## config.mk

```make
export PLATFORM = sky130hd
export DESIGN_NAME = restador_serie
export DESIGN_NICKNAME = d
export VERILOG_FILES = /design/src/rtl/resta_pkg.sv /design/src/rtl/bit_restador.sv /design/src/rtl/restador_serie.sv
export SDC_FILE = /design/constraint.sdc
export NUM_CORES = 1
export LEC_CHECK = 0
export CAP_MARGIN = 20
export CORE_ASPECT_RATIO = 1.25
export CORE_MARGIN = 3
export CORE_UTILIZATION = 30
export DETAILED_ROUTE_END_ITERATION = 10
export PLACE_DENSITY = 0.47
export SKIP_CTS_REPAIR_TIMING = 1
export SLEW_MARGIN = 0
export SYNTH_ARGS = -nofsm -noshare
export SYNTH_HDL_FRONTEND = slang
export SYNTH_SLANG_ARGS = --single-unit
export TNS_END_PERCENT = 50
```

## constraint.sdc

```tcl
create_clock -name clk -period 1.6 [get_ports clk]
set_input_delay 0.16 -clock clk [delete_from_list [all_inputs] [get_ports clk]]
set_output_delay 0.16 -clock clk [all_outputs]
set_load 0.03 [all_outputs]
```

## src/rtl/resta_pkg.sv

```systemverilog
// Shared types for the bit-serial subtractor: FSM state encoding.
package resta_pkg;

    localparam int unsigned StateW = 2;

    typedef enum logic [StateW-1:0] {
        StIdle  = 2'd0,
        StShift = 2'd1,
        StDone  = 2'd2
    } state_e;

endpackage

```

## src/rtl/bit_restador.sv

```systemverilog
// Combinational 1-bit full subtractor: r = a - b - cin, cout is the borrow out.
module bit_restador (
    input  logic a,
    input  logic b,
    input  logic cin,
    output logic r,
    output logic cout
);

    assign r    = a ^ b ^ cin;
    assign cout = (~a & b) | (~a & cin) | (b & cin);

endmodule

```

## src/rtl/restador_serie.sv

```systemverilog
// Bit-serial WIDTH-bit subtractor, LSB first, one bit per clock with start/done handshake.
// Optional signed-overflow output enabled by defining RESTA_OVF_EN.
module restador_serie
    import resta_pkg::*;
#(
    parameter int unsigned WIDTH = 4,
    parameter int unsigned CNT_W = $clog2(WIDTH + 1)
) (
    input  logic             clk,
    input  logic             rst_n,
    input  logic             start,
    input  logic [WIDTH-1:0] a,
    input  logic [WIDTH-1:0] b,
    input  logic             bin,
    output logic             busy,
    output logic             done,
    output logic [WIDTH-1:0] diff,
`ifdef RESTA_OVF_EN
    output logic             borrow,
    output logic             ovf
`else
    output logic             borrow
`endif
);

    state_e state_q, state_d;

    logic [WIDTH-1:0] a_sh_q, b_sh_q, res_sh_q;
    logic [WIDTH-1:0] diff_q;
    logic             bff_q, borrow_q;
    logic [CNT_W-1:0] cnt_q;
    logic             cell_r, cell_cout;
    logic             accept, last_bit;

    assign accept   = start && ((state_q == StIdle) || (state_q == StDone));
    assign last_bit = (state_q == StShift) && (cnt_q == CNT_W'(WIDTH - 1));

    bit_restador u_cell (
        .a    (a_sh_q[0]),
        .b    (b_sh_q[0]),
        .cin  (bff_q),
        .r    (cell_r),
        .cout (cell_cout)
    );

    // State register
    always_ff @(posedge clk or negedge rst_n) begin
        if (!rst_n) begin
            state_q <= StIdle;
        end else begin
            state_q <= state_d;
        end
    end

    // Next-state logic
    always_comb begin
        state_d = state_q;
        unique case (state_q)
            StIdle:  if (accept) state_d = StShift;
            StShift: if (last_bit) state_d = StDone;
            StDone:  state_d = accept ? StShift : StIdle;
            default: state_d = StIdle;
        endcase
    end

    // Output logic
    always_comb begin
        busy = (state_q == StShift);
        done = (state_q == StDone);
    end

    always_ff @(posedge clk or negedge rst_n) begin
        if (!rst_n) begin
            a_sh_q   <= '0;
            b_sh_q   <= '0;
            res_sh_q <= '0;
            bff_q    <= 1'b0;
            cnt_q    <= '0;
            diff_q   <= '0;
            borrow_q <= 1'b0;
        end else if (accept) begin
            a_sh_q <= a;
            b_sh_q <= b;
            bff_q  <= bin;
            cnt_q  <= '0;
        end else if (state_q == StShift) begin
            a_sh_q   <= a_sh_q >> 1;
            b_sh_q   <= b_sh_q >> 1;
            res_sh_q <= {cell_r, res_sh_q[WIDTH-1:1]};
            bff_q    <= cell_cout;
            cnt_q    <= cnt_q + CNT_W'(1);
            // Publish the result together with the final bit, so diff is valid with done
            if (last_bit) begin
                diff_q   <= {cell_r, res_sh_q[WIDTH-1:1]};
                borrow_q <= cell_cout;
            end
        end
    end

    assign diff   = diff_q;
    assign borrow = borrow_q;

`ifdef RESTA_OVF_EN
    logic ovf_q;

    // Signed overflow: borrow into the MSB differs from borrow out of it
    always_ff @(posedge clk or negedge rst_n) begin
        if (!rst_n) begin
            ovf_q <= 1'b0;
        end else if (last_bit && !accept) begin
            ovf_q <= bff_q ^ cell_cout;
        end
    end

    assign ovf = ovf_q;
`endif

endmodule

```

Yosys cells after proc, flatten, opt, wreduce, memory -nomap -nowiden:

Index checks and enable logic that the tools add are counted.

* reduce and logical (&&, ||, !) cells: 8
* equality and inequality tests: 5
* bitwise gates (word level): 9
* muxes and demuxes: 12
* $add $sub $neg: 1

Operators with widths (count)
* 4-bit two-way mux: 4
* 3-bit two-way mux: 2
* 2-bit one-hot mux with 3 select lines: 1
* 2-bit two-way mux: 2
* 2-bit AND reduction: 2
* 3-bit by 1-bit adder with 3-bit output, second input constant: 1
* 1-bit bitwise AND: 3
* 3-bit by 2-bit equality test with 1-bit output, second input constant: 1
* 1-bit two-way mux: 3
* 3-bit AND reduction: 1
* 2-bit by 1-bit equality test with 1-bit output, second input constant: 1
* 2-bit equality test, second input constant: 1
* 1-bit logical AND: 2
* 2-bit zero test: 1
* 2-bit by 1-bit != test with 1-bit output, second input constant: 1
* 2-bit != test, second input constant: 1
* 1-bit NOT: 2
* 1-bit OR: 2
* 2-bit nonzero test: 1
* 1-bit bitwise XOR: 2
* 1-bit logical OR: 1

* bits in registers: 23
* word-level logic and storage cells: 43
* input port bits: 12

Longest topological paths before layout:

Gate-level depths: netlist of run 1.

* depth after elaboration: 6
* gate-level depth with buffers: 5

Cells and area by module:

Synthesis of run 1 repeated with hierarchy kept, for this count alone.

* cell total of the unflattened synthesis: 91
* area, all modules: 1062.3 µm²

By module, submodules not included
* restador_serie: area each 1034.7 µm², instances 1, cells each 88
* bit_restador: area each 27.5 µm², instances 1, cells each 3

Worst setup path before layout of run 1:

Ideal clock, no wire load.

* kind: flip-flop to flip-flop
* start point: reg cnt_q[0]
* end point: reg borrow_q, in the netlist borrow
* slack: 0.260 ns
* data arrival time: 1.215 ns
* period minus slack after synthesis: 1.340 ns
* cell stages (with the launch flop): 5
* cells stage by stage: dfrtp_1 -> ha_1 -> ha_1 -> nand3b_4 -> mux2_4

* word-level cells in the longest chain between the ends: 3

Ends and longest elaborated chain
* from (decl): line restador_serie.sv:31 `logic [CNT_W-1:0] cnt_q;`
* from (signal assigned): line restador_serie.sv:91 `cnt_q <= cnt_q + CNT_W'(1);`
* 3-bit by 2-bit equality test with 1-bit output: line restador_serie.sv:36 `assign last_bit = (state_q == StShift) && (cnt_q == CNT_W'(WIDTH - 1));`
* 1-bit logical AND: line restador_serie.sv:36
* 3-bit AND reduction (no line)
* to (signal assigned): line restador_serie.sv:95 `borrow_q <= cell_cout;`
* to (decl): line restador_serie.sv:30 `logic bff_q, borrow_q;`

No other way between the ends.
A chain may end at the register's enable or synchronous reset.

Worst setup path after layout of run 1:

* start point: reg state_q[1]
* end point: out busy

* word-level cells in the longest chain between the ends: 1

Ends and longest elaborated chain
* from (decl): line restador_serie.sv:26 `state_e state_q, state_d;`
* from (signal assigned): line restador_serie.sv:49 `state_q <= StIdle;`
* from (signal assigned): line restador_serie.sv:51 `state_q <= state_d;`
* 2-bit by 1-bit equality test with 1-bit output: line restador_serie.sv:68 `busy = (state_q == StShift);`
* to (decl): line restador_serie.sv:15 `output logic busy,`

No other way between the ends.

==> results.tsv, run 1 <==
stage	metric	value	unit
run_status	status	finished clean	
global_route	track_usage	10.9	%
synth	netlist_area	1120	µm²
sta	fin_skew	0.00599	ns
sta	rsz0062_at_grt	false	
layout	final_cell_mix	dfrtp_1, clkdlybuf4s50_1, nand2_1	
floorplanning	start_util	31.6	%
pwr	p_comb_share	45.7	%
sta	min_period_over_period	92.8	%
layout	antenna_cells	0	
clocking	cts_buffers	3	
drt	drtAntennaViolNets	0	
run	max_cap_violations	0	
layout	final_common_cell	dfrtp_1	
global_route	antenna_found_initial	0	
setup_path	crit_slowest_cell	dfrtp_1	
synth	yosys_warnings	0	
pwr	switchingPower	1.04	mW
setup_path	r2r_cells	4	
drt	drt-initial-drc-count	16	
setup_path	crit_path_start_kind	flop	
layout	fillerInstances	371	
place	place_congestion	0.691	
floorplanning	die_y	74.3	µm
setup_path	critPathLaunch	state_q[1]	
setup_path	critPathMaxStageDelay	0.47	ns
clocking	clock-sinks	22	
sta	finalHoldViolations	0	
pwr	clock_power_share	18.4	%
global_route	grt_max_degree	23	
drt	vias	732	
clocking	ctsLongestPathBuffers	2	
drt	drc	0	
layout	area_delta_synth_final	24.9	%
pwr	irDropWorstVdd	0.838	mV
setup_path	ff2ff_setup_slack	0.21	ns
sta	min_period	1.49	ns
drt	dr.pass1.iters	2	
global_route	first_global_vias	776	
clocking	clkTransAtPathRegs	0.09	ns
pwr	p_seq_share	35.9	%
setup_path	rr_startpoint	cnt_q[0]	
synth	syn_area_per_cell	11.8	µm²
layout	nets	133	
synth	syn_inst	95	
pwr	power_density	2010	nW/µm²
setup_path	crit_end	busy	
setup_path	crit_arrival	1.33	ns
setup_path	path_cells	nand2b_2 -> inv_4 -> buf_4	
clocking	clock-root-buffer	clkbuf_8	
floorplanning	die_w	60.7	µm
setup_path	path_class	reg2out	
layout	drive_above_1_share	19.7	%
sta	drv_slew	0	
setup_path	r2r-end	borrow	
drt	drt-wirelength-per-cell	13.6	µm
global_route	grt.overflow.total	0	
place	portBuffers	18	
floorplanning	row_count	24	
pwr	power	2.82	mW
synth	seq_area_frac_synth	49.1	%
drt	routed_via_density	4.69	
sta	tightest_slew	0.306	ns
synth	synth.distinct_cells	26	
drt	wl	2120	µm
pwr	intPower	1.78	mW
synth	synth-seq-cells	22	
pwr	power_leakage	0.631	nW
pwr	swShare	36.7	%
floorplanning	coreArea	3540	µm²
clocking	clkLatencyLatePin	0.26	ns
sta	slew_headroom	79.5	%
worst_hold_path	hp-class	in2async	
place	dpl.hpwl	1560	µm
floorplanning	dieArea	4510	µm²
sta	finalSetupViolations	0	
floorplanning	num_io_pins	19	
setup_path	required	1.44	ns
setup_path	cp_max_fo	8	
sta	final.setup.tns	0	ns
clocking	htreeDepth	1	
clocking	cts_tree	built	
setup_path	end_kind	output port	
global_route	grt_pass1_wl	3730	µm
sta	max_freq	673	MHz
synth	syn_nets	110	
==> final cells by class <==
cell class	count	area (µm²)	area share [%]
repair buffers	23	213	15.2
inverters	4	17.5	1.25
multi-input cells	64	499	35.7
flip-flops and latches	22	551	39.3
clock inverters	1	30.0	2.14
well taps	39	48.8	3.49
clock buffers	3	41.3	2.95
==> worst min path at each step <==
stage / depth (start not counted) / from / to / slack [ns]
final: 2 / rst_n / state_q[1] / 0.24
after global routing: 2 / rst_n / state_q[1] / 0.27
after CTS: 2 / rst_n / diff[0] / 0.25
after detailed placement: 2 / diff[3] / diff[3] / 0.47
after global placement: 2 / res_sh_q[1] / res_sh_q[1] / 0.47
after floorplan: 0 / rst_n / a_sh_q[0] / -0.14
==> kinds of logic after synthesis <==
group | share of synthesized area (%)
AND/OR/NAND/NOR | 14.0
flip-flops | 49.1
AO/OA/AOI/OAI | 12.1
multiplexers | 13.5
buffers and inverters | 6.58
adder cells (fa/ha/maj) | 4.02
XOR/XNOR | 0.781
==> through the flow <==
stage          setup WS, ns  cell area [µm²]  util, %  cells  hold WS, ns
5_1_grt              0.0323             1400     39.5    156        0.265
6_report              0.115             1400     39.5    156        0.241
3_3_place_gp          0.225             1330     37.4    152        0.472
4_1_cts              0.0201             1400     39.4    156        0.250
3_5_place_dp          0.209             1330     37.4    152        0.471
2_1_floorplan         0.260             1120        -     95       -0.136
==> power by group through the flow <==
stage	clock [mW]	combinational (mW)	sequential (mW)
finish	0.518	1.29	1.01
global route	0.560	1.45	1.05
CTS	0.535	1.31	1.01
detailed placement	0	1.31	1.02
global placement	0	1.28	1.02
floorplan	0	0.895	1.10
==> critical path, delay by kind of cell, from the launching register on <==
family                 cells  cell delay, ns
buffers and inverters      2            0.28
AND/OR/NAND/NOR            1            0.31
flip-flops                 1            0.47
==> synth_stat cells <==
cell / number / share of area, %
dfrtp_1: 22 / 49
nand2_1: 10 / 3.3
mux2i_1: 8 / 7.1
nor2b_1: 6 / 3.3
a211oi_1: 5 / 3.3
a21oi_1: 5 / 2.2
buf_6: 5 / 5.0
mux2_4: 4 / 5.4
o21ai_0: 4 / 1.8
inv_1: 3 / 1.0
nand2b_1: 3 / 1.7
nand3_1: 3 / 1.3
a22o_1: 2 / 1.6
ha_1: 2 / 2.2
o21ai_1: 2 / 0.89
a22oi_2: 1 / 1.1
and2b_1: 1 / 0.67
fa_1: 1 / 1.8
inv_4: 1 / 0.56
mux2_2: 1 / 1.0
nand3b_4: 1 / 1.8
nor2_1: 1 / 0.33
nor2_2: 1 / 0.56
nor3_2: 1 / 0.89
o22ai_2: 1 / 1.1
xnor2_1: 1 / 0.78
==> state kept, by name (all words and copies together) (netlist names) <==
signal,flops
bff_q,1
a_sh_q,4
borrow,1
state_q,2
b_sh_q,4
diff,4
cnt_q,3
res_sh_q,3
==> layer usage <==
metal	track usage, %	part of all wire, %	up-vias
li1	-	-	371
met3	2.60	4.6	2
met4	2.89	0.47	0
met2	17.8	46	16
met5	0	0	-
met1	14.3	49	343
No activity file was read; power rests on OpenSTA's default activity.
==> run 2, diff against run 1 <==
- CORE_ASPECT_RATIO: 1.25 -> default
- CORE_MARGIN: 3 -> 5
==> run 2 against run 1 <==
Net effect:
- combinational power hardly changed
- first-iteration DRC count is 38% higher
- wire length is 2.5% lower
- worst setup slack better by 0.0088 ns
- critical path depth stayed put
- register-to-register slack worse by 0.03 ns
- total power is 4.9% lower
- highest routed layer unchanged
==> results.tsv, run 2 (synthesis gave the netlist of run 1 again) <==
stage	metric	value	unit	change
setup_path	crit_buf_inv	2		unchanged
sta	finalHoldViolations	0		unchanged
clocking	ctsLongestPathBuffers	2		unchanged
place	dp_worst_setup_slack	0.185	ns	-0.0243 ns
setup_path	path_class	reg2out		
floorplanning	coreArea	3630	µm²	+2.5%
global_route	antenna_found_initial	0		unchanged
global_route	grt_pass1_wl	3720	µm	-0.19%
clocking	htreeDepth	1		unchanged
sta	rsz0062_at_grt	false		
layout	fin_area	1400	µm²	-0.36%
floorplanning	die_y	71.1	µm	-4.3%
setup_path	crit_arrival	1.32	ns	about the same
sta	min_period	1.48	ns	-0.00877 ns
floorplanning	die_w	71.1	µm	+17%
layout	final_common_cell	dfrtp_1		
run_status	status	finished clean		
layout	area_delta_synth_final	24.4	%	
floorplanning	num_io_pins	19		unchanged
drt	dr.pass1.iters	4		+2
global_route	grt_max_degree	23		unchanged
place	place_inst	161		+5.9%
drt	drt-initial-drc-count	22		+6
setup_path	required	1.44	ns	about the same
layout	seqCellArea	551	µm²	unchanged
worst_hold_path	hp-class	in2async		
pwr	power_density	1920	nW/µm²	-4.6%
clocking	clkLatencyLatePin	0.26	ns	about the same
place	place_area	1340	µm²	+0.85%
drt	drt-wirelength-per-cell	12.5	µm	-7.9%
global_route	first_global_vias	822		+5.9%
pwr	power_leakage	0.624	nW	-1.1%
pwr	irDropWorstVdd	0.518	mV	-38%
sta	slew_headroom	79.4	%	-0.081 points
layout	final_cell_mix	dfrtp_1, clkdlybuf4s50_1, nand2_1		
setup_path	path_cells	nand2b_2 -> inv_4 -> buf_4		
run	max_cap_violations	0		unchanged
drt	drtAntennaViolNets	0		unchanged
layout	fillerInstances	395		+6.5%
sta	final.setup.tns	0	ns	unchanged
floorplanning	start_util	30.9	%	-0.78 points
pwr	power	2.68	mW	-4.9%
global_route	track_usage	9.39	%	-1.5 points
clocking	clock-root-buffer	clkbuf_8		
sta	layout_setup_ws	0.124	ns	+0.00877 ns
clocking	cts_buffers	3		unchanged
place	portBuffers	18		unchanged
setup_path	end_kind	output port		
layout	drive_above_1_share	19.7	%	unchanged
clocking	clock-sinks	22		unchanged
clocking	cts_tree	built		
layout	instances_no_fill	165		+5.8%
place	dpl.hpwl	1510	µm	-2.9%
drt	vias	756		+3.3%
place	place_congestion	0.698		+1.1%
sta	tightest_slew	0.308	ns	+0.00120 ns
layout	antenna_cells	0		unchanged
floorplanning	dieArea	5060	µm²	+12%
sta	max_freq	677	MHz	+0.59%
drt	routed_via_density	4.58		-2.4%
layout	multi_input_area	499	µm²	unchanged
setup_path	critical-path-top-delay-family	flip-flops		
sta	drv_slew	0		unchanged
sta	finalSetupViolations	0		unchanged
setup_path	crit_path_start_kind	flop		
setup_path	crit_slowest_cell	dfrtp_1		
sta	holdWs	0.251	ns	+0.00964 ns
layout	fin_util	38.4	%	-1.1 points
setup_path	critPathMaxStageDelay	0.47	ns	about the same
setup_path	cp_max_fo	8		unchanged
drt	drc	0		unchanged
sta	fin_skew	0.00310	ns	-0.00289 ns
layout	nets	133		unchanged
global_route	grt.overflow.total	0		unchanged
sta	min_period_over_period	92.3	%	-0.55 points
floorplanning	row_count	22		-8.3%
drt	wl	2070	µm	-2.5%
clocking	clkTransAtPathRegs	0.08	ns	about the same
==> run 2: layout make-up <==
type	count	share of cell area [%]
Clock buffer	4	3.95
Inverter	4	1.26
Multi-Input combinational cell	64	35.8
Sequential cell	22	39.5
Tap cell	48	4.30
Timing Repair Buffer	23	15.2
==> run 2: report_power, final <==
part | internal [mW] | total [mW] | switching [mW]
registers | 0.815 | 1.00 | 0.189
clock network | 0.219 | 0.398 | 0.179
logic | 0.635 | 1.28 | 0.643
total | 1.67 | 2.68 | 1.01
==> run 2: layer usage <==
| metal | track usage (%) | vias up | part of all wire, % | wire [µm] |
|---|---|---|---|---|
| li1 | - | 375 | - | - |
| met1 | 12.5 | 358 | 49 | 1020 |
| met2 | 13.7 | 19 | 43 | 899 |
| met3 | 3.13 | 4 | 5.7 | 119 |
| met4 | 4.38 | 0 | 1.7 | 36 |
| met5 | 0 | - | 0 | 0 |
==> run 2: final timing paths <==
kind                             from       to  slack (ns)  depth (start not counted)
setup / recovery           state_q[1]     busy        0.12                          3
min in group clk              diff[3]  diff[3]        0.50                          2
hold / removal                  rst_n  diff[0]        0.25                          2
max in group asynchronous       rst_n    bff_q        1.11                          2
hold reg to reg               diff[3]  diff[3]        0.50                          2
setup reg to reg             cnt_q[0]  diff[2]        0.18                          4
==> run 3, diff against run 2 <==
- CORE_UTILIZATION: 30 -> 51
- PLACE_DENSITY: 0.47 -> 0.74
==> run 3 against run 2 <==
Net effect:
- critical path depth down 2
- wire length down 4.0%
- fmax is 2.1% lower
- hold slack lost 0.069 ns
- sequential power about the same
- worst setup slack got worse by 0.032 ns
- highest routed layer unchanged
- largest cell class unchanged
- sequential share of layout area increased by 1.0 points
- non-clock buffer count is 1 higher
- final area down 2.3%
- clock power down 21%
==> results.tsv, run 3 (synthesis gave the netlist of run 1 again) <==
stage	metric	value	unit	change
pwr	p_seq_share	39.1	%	+1.6 points
layout	instances_no_fill	146		-12%
setup_path	rr_startpoint	cnt_q[0]		
setup_path	crit_buf_inv	1		-1
floorplanning	num_io_pins	19		unchanged
drt	dr.pass1.iters	4		unchanged
clocking	clkLatencyLatePin	0.31	ns	+0.05 ns
sta	final.setup.tns	0	ns	unchanged
sta	rsz0062_at_grt	false		
drt	drc	0		unchanged
sta	fin_skew	0.00237	ns	-0.000728 ns
pwr	swShare	39.1	%	+1.4 points
floorplanning	coreArea	2150	µm²	-41%
pwr	p_comb_share	48.9	%	+1.2 points
clocking	clock-root-buffer	clkbuf_4		
setup_path	r2r-end	diff[0]		
place	place_inst	142		-12%
floorplanning	start_util	52.2	%	+21 points
pwr	power_density	1920	nW/µm²	+0.19%
pwr	irDropWorstVdd	1.07	mV	+110%
setup_path	end_kind	output port		
run_status	status	finished clean		
worst_hold_path	hp-class	in2async		
clocking	htreeDepth	1		unchanged
clocking	ctsLongestPathBuffers	2		unchanged
drt	vias	758		+0.26%
sta	slew_headroom	78.0	%	-1.4 points
clocking	clock-sinks	22		unchanged
pwr	clock_power_share	12.0	%	-2.9 points
clocking	cts_tree	built		
place	place_area	1320	µm²	-1.3%
drt	drt-wirelength-per-cell	13.6	µm	+8.5%
layout	fillerInstances	174		-56%
layout	antenna_cells	0		unchanged
setup_path	crit_arrival	1.35	ns	+0.03 ns
pwr	switchingPower	1.03	mW	+1.4%
floorplanning	die_y	56.9	µm	-20%
setup_path	critical-path-top-delay-family	buffers and inverters		
clocking	cts_buffers	3		unchanged
layout	fin_util	63.4	%	+25 points
setup_path	path_cells	clkdlybuf4s50_1		
sta	max_freq	663	MHz	-2.1%
floorplanning	dieArea	3240	µm²	-36%
global_route	first_global_vias	772		-6.1%
layout	final_cell_mix	dfrtp_1, clkdlybuf4s50_1, nand2_1		
drt	drtAntennaViolNets	0		unchanged
global_route	track_usage	14.1	%	+4.7 points
global_route	grt_max_degree	23		unchanged
drt	routed_via_density	5.19		+13%
drt	wl	1990	µm	-4.0%
pwr	intPower	1.60	mW	-4.3%
global_route	antenna_found_initial	0		unchanged
clocking	clkTransAtPathRegs	0.13	ns	+0.05 ns
layout	drive_above_1_share	21.2	%	+1.5 points
sta	min_period	1.51	ns	+0.0324 ns
pwr	power_leakage	0.631	nW	+1.2%
layout	final_common_cell	dfrtp_1		
run	max_cap_violations	0		unchanged
setup_path	cp_max_fo	2		-6
layout	fin_area	1360	µm²	-2.3%
place	dp_worst_setup_slack	0.176	ns	-0.00845 ns
sta	layout_setup_ws	0.0912	ns	-0.0324 ns
setup_path	path_class	reg2out		
setup_path	critPathMaxStageDelay	0.67	ns	+0.20 ns
setup_path	crit_slowest_cell	clkdlybuf4s50_1		
setup_path	crit_path_start_kind	flop		
setup_path	required	1.44	ns	about the same
sta	tightest_slew	0.329	ns	+0.0213 ns
place	portBuffers	18		unchanged
sta	finalSetupViolations	0		unchanged
global_route	grt_pass1_wl	3530	µm	-5.0%
floorplanning	die_w	56.9	µm	-20%
layout	nets	134		+0.75%
sta	min_period_over_period	94.3	%	+2.0 points
global_route	grt.overflow.total	0		unchanged
place	dpl.hpwl	1510	µm	about the same
drt	drt-initial-drc-count	10		-55%
floorplanning	row_count	17		-23%
sta	finalHoldViolations	0		unchanged
setup_path	ff2ff_setup_slack	0.17	ns	about the same
setup_path	r2r_cells	4		unchanged
sta	drv_slew	0		unchanged
setup_path	critPathLaunch	diff[2]		
layout	area_delta_synth_final	21.5	%	
place	place_congestion	0.695		-0.50%
-- run 3: cell type report --
class	instances	area, µm²	area share (%)
Sequential cell	22	552	40.5
Multi-Input combinational cell	64	499	36.6
Timing Repair Buffer	24	223	16.3
Clock buffer	4	36.3	2.66
Tap cell	28	35.0	2.57
Inverter	4	17.5	1.29
-- run 3: how the worst max path moves through the flow --
stage / to / cells past startpoint / slack (ns)
6_report: diff[2] / 1 / 0.09
5_1_grt: diff[0] / 1 / 0.03
4_1_cts: busy / 3 / -0.007
3_5_place_dp: diff[2] / 4 / 0.18
3_3_place_gp: borrow / 4 / 0.23
2_1_floorplan: borrow / 4 / 0.26
-- run 3: power groups by stage --
stage | logic [mW] | registers [mW] | clock network [mW]
final | 1.28 | 1.03 | 0.315
after CTS | 1.30 | 1.02 | 0.320
after detailed placement | 1.30 | 1.04 | 0
after global placement | 1.25 | 1.02 | 0
after floorplan | 0.895 | 1.10 | 0
after global routing | 1.41 | 1.06 | 0.355
-- run 3: metrics by stage --
step	power [mW]	hold WS, ns
floorplan	2.00	-0.136
global placement	2.28	0.464
detailed placement	2.34	0.470
CTS	2.65	0.194
global route	2.83	0.221
finish	2.62	0.182
-- run 3: metal layers --
metal | vias up | part of all wire [%] | GRT usage (%)
met2 | 19 | 48 | 22.5
met4 | 0 | 1.3 | 5.96
met5 | - | 0 | 0
li1 | 375 | - | -
met1 | 360 | 45 | 18.4
met3 | 4 | 5.6 | 2.76
